**config.mk**
```make
export PLATFORM = sky130hd
export DESIGN_NAME = forest_sample_driver
export DESIGN_NICKNAME = d
export VERILOG_FILES = /design/src/rtl/forest_pkg.sv /design/src/rtl/forest_vote.sv /design/src/rtl/forest_sample_driver.sv
export SDC_FILE = /design/constraint.sdc
export NUM_CORES = 1
export LEC_CHECK = 0
export BUFFER_PORTS_ARGS = -buffer_cell sky130_fd_sc_hd__buf_2
export CAP_MARGIN = 30
export CORE_MARGIN = 5
export CORE_UTILIZATION = 40
export DETAILED_ROUTE_END_ITERATION = 16
export MAX_ROUTING_LAYER = met4
export PLACE_DENSITY = 0.68
export SLEW_MARGIN = 0
export SYNTH_ARGS = -nofsm -noshare
export SYNTH_HDL_FRONTEND = slang
export SYNTH_SLANG_ARGS = --single-unit
```
**constraint.sdc**
```tcl
create_clock -name clk -period 2.65 [get_ports clk]
set_clock_uncertainty 0.1 [all_clocks]
set_input_delay 0.265 -clock clk [delete_from_list [all_inputs] [get_ports clk]]
set_output_delay 0.265 -clock clk [all_outputs]
set_load 0.01 [all_outputs]
```
**src/rtl/forest_pkg.sv**
```systemverilog
// rtl/forest_pkg.sv - shared types and constants for the forest ensemble blocks
package forest_pkg;

  localparam int FEAT_W   = 16;
  localparam int NUM_FEAT = 11;

  localparam int FEAT_ALCOHOL          = 0;
  localparam int FEAT_SULPHATES        = 1;
  localparam int FEAT_PH               = 2;
  localparam int FEAT_TOTAL_SULFUR     = 3;
  localparam int FEAT_DENSITY          = 4;
  localparam int FEAT_CHLORIDES        = 5;
  localparam int FEAT_VOLATILE_ACIDITY = 6;
  localparam int FEAT_FREE_SULFUR      = 7;
  localparam int FEAT_CITRIC_ACID      = 8;
  localparam int FEAT_RESIDUAL_SUGAR   = 9;
  localparam int FEAT_FIXED_ACIDITY    = 10;

  typedef enum logic [1:0] {
    LOAD   = 2'd0,
    CLEAR  = 2'd1,
    RUN    = 2'd2,
    RESULT = 2'd3
  } state_t;

endpackage

```
**src/rtl/forest_vote.sv**
```systemverilog
// rtl/forest_vote.sv - popcount of finished trees voting 1, plus strict-majority compare
module forest_vote #(
  parameter int NUM_TREES = 3
) (
  input  logic [NUM_TREES-1:0] done,
  input  logic [NUM_TREES-1:0] label,
  output logic [2:0]           votes,
  output logic                 majority
);

  always_comb begin
    votes = 3'd0;
    for (int i = 0; i < NUM_TREES; i++) begin
      votes = votes + 3'(done[i] & label[i]);
    end
    // Ties resolve to 0: a strict majority of all trees is required.
    majority = ({1'b0, votes, 1'b0} > 5'(NUM_TREES));
  end

endmodule

```
**src/rtl/forest_sample_driver.sv**
```systemverilog
// rtl/forest_sample_driver.sv - loads one feature sample, runs the trees, votes and returns the label
module forest_sample_driver #(
  parameter int NUM_TREES  = 3,
  parameter int NUM_FEAT   = forest_pkg::NUM_FEAT,
  parameter int FEAT_W     = forest_pkg::FEAT_W,
  parameter int TREE_DEPTH = 3,
  parameter int TIMEOUT    = 15
) (
  input  logic                       clk,
  input  logic                       reset,
  input  logic                       feat_valid,
  output logic                       feat_ready,
  input  logic [FEAT_W-1:0]          feat_data,
  input  logic                       feat_last,
  output logic                       frame_err,
  output logic [NUM_FEAT*FEAT_W-1:0] feat_bus,
  output logic                       tree_rst_n,
  output logic                       tree_start,
  output logic [3:0]                 tree_depth,
  input  logic [NUM_TREES-1:0]       tree_done,
  input  logic [NUM_TREES-1:0]       tree_label,
  output logic                       res_valid,
  input  logic                       res_ready,
  output logic                       res_label,
  output logic [2:0]                 res_votes,
  output logic                       res_timeout
);
  import forest_pkg::state_t;
  import forest_pkg::LOAD;
  import forest_pkg::CLEAR;
  import forest_pkg::RUN;
  import forest_pkg::RESULT;

  localparam int IW = (NUM_FEAT > 1) ? $clog2(NUM_FEAT) : 1;
  localparam int CW = $clog2(TIMEOUT + 1);

  state_t         state, state_nx;
  logic [IW-1:0]  idx;
  logic [CW-1:0]  cnt;
  logic           accept, bad_beat, all_done, timed_out;
  logic [2:0]     votes;
  logic           majority;

  forest_vote #(.NUM_TREES(NUM_TREES)) u_vote (
    .done     (tree_done),
    .label    (tree_label),
    .votes    (votes),
    .majority (majority)
  );

  assign tree_depth = 4'(TREE_DEPTH);
  assign accept     = (state == LOAD) && feat_valid && feat_ready;
  assign bad_beat   = feat_last != (idx == IW'(NUM_FEAT - 1));
  assign all_done   = &tree_done;
  assign timed_out  = (cnt == CW'(TIMEOUT));

  always_ff @(posedge clk or negedge reset) begin
    if (!reset) state <= LOAD;
    else        state <= state_nx;
  end

  always_comb begin
    state_nx = state;
    case (state)
      LOAD:    if (accept && !bad_beat && feat_last) state_nx = CLEAR;
      CLEAR:   state_nx = RUN;
      RUN:     if (all_done || timed_out) state_nx = RESULT;
      RESULT:  if (res_valid && res_ready) state_nx = LOAD;
      default: state_nx = LOAD;
    endcase
  end

  // Control outputs are registered from the next state so they line up with it.
  always_ff @(posedge clk or negedge reset) begin
    if (!reset) begin
      feat_ready  <= 1'b0;
      tree_rst_n  <= 1'b0;
      tree_start  <= 1'b0;
      res_valid   <= 1'b0;
      res_label   <= 1'b0;
      res_votes   <= 3'd0;
      res_timeout <= 1'b0;
      frame_err   <= 1'b0;
      feat_bus    <= '0;
      idx         <= '0;
      cnt         <= '0;
    end else begin
      feat_ready <= (state_nx == LOAD);
      tree_rst_n <= (state_nx != CLEAR);
      tree_start <= (state_nx == RUN);
      res_valid  <= (state_nx == RESULT);
      frame_err  <= accept && bad_beat;

      if (accept) begin
        if (bad_beat) begin
          idx <= '0;
        end else begin
          feat_bus[idx*FEAT_W +: FEAT_W] <= feat_data;
          idx <= feat_last ? '0 : idx + 1'b1;
        end
      end

      if (state == CLEAR) cnt <= '0;
      else if (state == RUN) cnt <= cnt + 1'b1;

      // Done beats timeout when both land in the same cycle.
      if (state == RUN && (all_done || timed_out)) begin
        res_votes   <= votes;
        res_label   <= majority;
        res_timeout <= !all_done;
      end
    end
  end

endmodule
```
==> results.ini <==
[worst_setup_path]
start_kind = flip-flop
reg2reg_slack_ns = 0.10
crit_slowest_cell = dfrtp_1
crit_fanout = 10
r2r-end = feat_bus[109]$_DFFE_PN0P_
path_cells = nor3_1 -> ha_1 -> o21ai_1 -> buf_4 -> nor4b_4 -> buf_4 -> mux2_2
worst_r2r_path_depth = 7
cp-end-kind = flip-flop
required_ns = 2.84
r2r_start = idx[1]$_DFFE_PN0P_
critPathKind = flip-flop to flip-flop
cp.arrival_ns = 2.74
max_stage_delay_ns = 0.48
crit_top_cell = buf_4

[yosys]
synth_edf_count = 0
synth_top_family_by_area = multiplexers
synthArstFlopShare = 1.00
avgSynthCellArea_um2 = 11.9
synthMuxAreaShare = 0.221
synth_xor_area_frac = 0.00719
yosysMostFrequentCell = dfrtp_1
seq_area_frac_synth = 0.547
synth_largest_area_cell = dfrtp_1
synth.area.top_cells = dfrtp_1 55%, mux2_2 12%, mux2i_1 8.1%
synthAdderAreaFrac = 0.0149
ys_ff_latch = 194
syn-instance-count = 748
syn-cell-area_um2 = 8870
ys_types = 50
synth_ff_type = dfrtp_1
synth_commonest_cells = 194 x dfrtp_1, 97 x mux2_2, 81 x inv_1
yosys_warnings = 0
synth-simple-area-share = 0.126
netlist.area_leader.share = 0.547
synth_compound_area_frac = 0.0159

[drt]
drc_errors = 0
firstDrtPassIters = 4
ant_nets = 0
num_vias = 6123
post_drt_wl_per_cell_um = 18.4
wirelength_um = 23400
vias_per_cell = 4.83
drt_iter0_drc = 295

[worst_hold_path]
hold_class = input port to flip-flop
min_to = feat_bus[161]$_DFFE_PN0P_
hold_start = feat_data[1]
whs_path_depth = 3

[final_layout]
fin_area_um2 = 11000
drive_gt1_frac = 0.405
regArea_um2 = 4850
layout.nets = 1011
multi_input_area_um2 = 3500
nFillCells = 1942
area_delta_synth_final_pct = 24.1

[clock_tree]
clockRootBuffer = clkbuf_16
cts_setup_buffers = 0
clock_path_buffers = 2
clk_pin_slew_ns = 0.07
clkSinkCount = 194
htreeDepth = 4
numCtsBuffers = 17
cts_tree = yes
clk_latency_ns = 0.44

[placement]
dp_hpwl_um = 17200
finalWeightedCongestion = 0.862
dpl_cell_area_um2 = 10400
numPortBuffers = 211

[grt]
grt_use_total = 0.188
overflow = 0
antenna_found_initial = 1
grt_max_degree = 73
grt_pass1_wl_um = 36700
grt_pass1_vias = 6420

[timing]
tightest_slew_ns = 0.907
timing.fmax_mhz = 393
slew_headroom = 0.393
final-setup-viol-count = 0
finalHoldViolCount = 0
grt_setup_unrepaired = false
timing.hold.ws_ns = 0.0578
setup-tns-final_ns = 0
period_share = 0.961
maxSlewViolCount = 0
fin_crit_ns = 2.55

[floorplan]
die_h_um = 159
die_x_um = 159
pin_count = 217
core_um2 = 21800
num_rows = 54
die-area_um2 = 25300
initial_utilization = 0.407

[flow_run]
cap_violations = 0

[power]
p_leak_nw = 6.17
cellPowerDensity_nw_per_um2 = 1010
ir_drop_mv = 0.517

[run_status]
status = completed

-- power breakdown --
part / leakage (nW) / internal [mW] / switching, mW / total, mW
sequential: 2.34 / 3.72 / 0.461 / 4.18
clock: 0.299 / 1.59 / 1.10 / 2.69
combinational: 3.54 / 1.73 / 2.53 / 4.25
-- kinds of logic after synthesis --
logic type	Yosys count
other	2
XOR/XNOR	3
adder cells (fa/ha/maj)	10
buffers and inverters	125
AND/OR/NAND/NOR	212
multiplexers	179
flip-flops	194
AO/OA/AOI/OAI	23
-- sequential cells by signal (all words and copies together), names as in the netlist --
| signal | count |
|---|---|
| res_valid | 1 |
| tree_rst_n | 1 |
| res_timeout | 1 |
| feat_ready | 1 |
| feat_bus | 176 |
| tree_start | 1 |
| frame_err | 1 |
| res_votes | 2 |
| cnt | 4 |
| idx | 4 |
| state | 2 |
-- layout make-up --
class / instances / share of cell area
clock buffers: 19 / 0.0402
inverters: 81 / 0.0276
well taps: 280 / 0.0318
repair buffers: 248 / 0.127
multi-input cells: 432 / 0.318
diodes: 2 / 0.000454
clock inverters: 11 / 0.0147
flip-flops and latches: 194 / 0.441
-- timing repair --
action	4_1_cts	5_1_grt
hold endpoints to repair	51	0
gates resized for setup	0	0
hold buffers	1	0
endpoints found under the setup margin	0	0
-- layer usage --
metal,wire length (um),GRT usage
met5,0,-
met4,144,0.0454
met3,1310,0.0484
met2,11000,0.290
met1,10900,0.252
-- critical path: cells and delay by family, from the launching register on --
kind	cells	cell delay [ns]
compound gates	1	0.14
mux	1	0.36
fa+ha+maj	1	0.45
buf+inv	2	0.45
flops	1	0.48
simple gates	2	0.42
-- worst max path at each step --
stage | from | endpoint | cells past startpoint
2_1_floorplan | idx[0]$_DFFE_PN0P_ | feat_bus[134]$_DFFE_PN0P_ | 10
3_3_place_gp | idx[1]$_DFFE_PN0P_ | feat_bus[138]$_DFFE_PN0P_ | 6
3_5_place_dp | idx[1]$_DFFE_PN0P_ | feat_bus[109]$_DFFE_PN0P_ | 7
4_1_cts | idx[1]$_DFFE_PN0P_ | feat_bus[109]$_DFFE_PN0P_ | 7
5_1_grt | idx[1]$_DFFE_PN0P_ | feat_bus[109]$_DFFE_PN0P_ | 7
6_report | idx[1]$_DFFE_PN0P_ | feat_bus[109]$_DFFE_PN0P_ | 7
-- per-stage QoR --
| stage | utilization | instances | setup WS (ns) | total power, mW |
|---|---|---|---|---|
| after CTS | 0.504 | 1265 | 0.142 | 11.3 |
| final | 0.505 | 1267 | 0.104 | 11.1 |
| after floorplan | - | 751 | 0.000779 | 6.77 |
| after global routing | 0.505 | 1266 | 0.0256 | 11.8 |
| after global placement | 0.476 | 1234 | 0.241 | 8.43 |
| after detailed placement | 0.476 | 1234 | 0.164 | 8.54 |
-- cells in the final DEF (no fill, tap or decap), types with 2 or more instances in the layout --
master,instances
mux2_4,10
ha_1,8
and3_1,30
buf_12,4
nand4_2,2
conb_1,5
clkbuf_16,17
mux2i_1,72
nand2_1,77
clkinv_2,5
nand4_1,2
o21ai_0,11
a21boi_0,2
buf_4,32
nand2b_1,6
nor3_4,2
diode_2,2
nand3_1,7
or4_1,2
and2_1,29
nor4b_4,2
o31ai_1,2
nor4_4,3
dfrtp_1,194
inv_1,81
nor3_1,4
nor2b_1,4
bufinv_16,4
clkbuf_8,2
mux2_2,97
nor2_1,34
a31oi_1,2
buf_2,210
(Power assumes the default switching activity.)
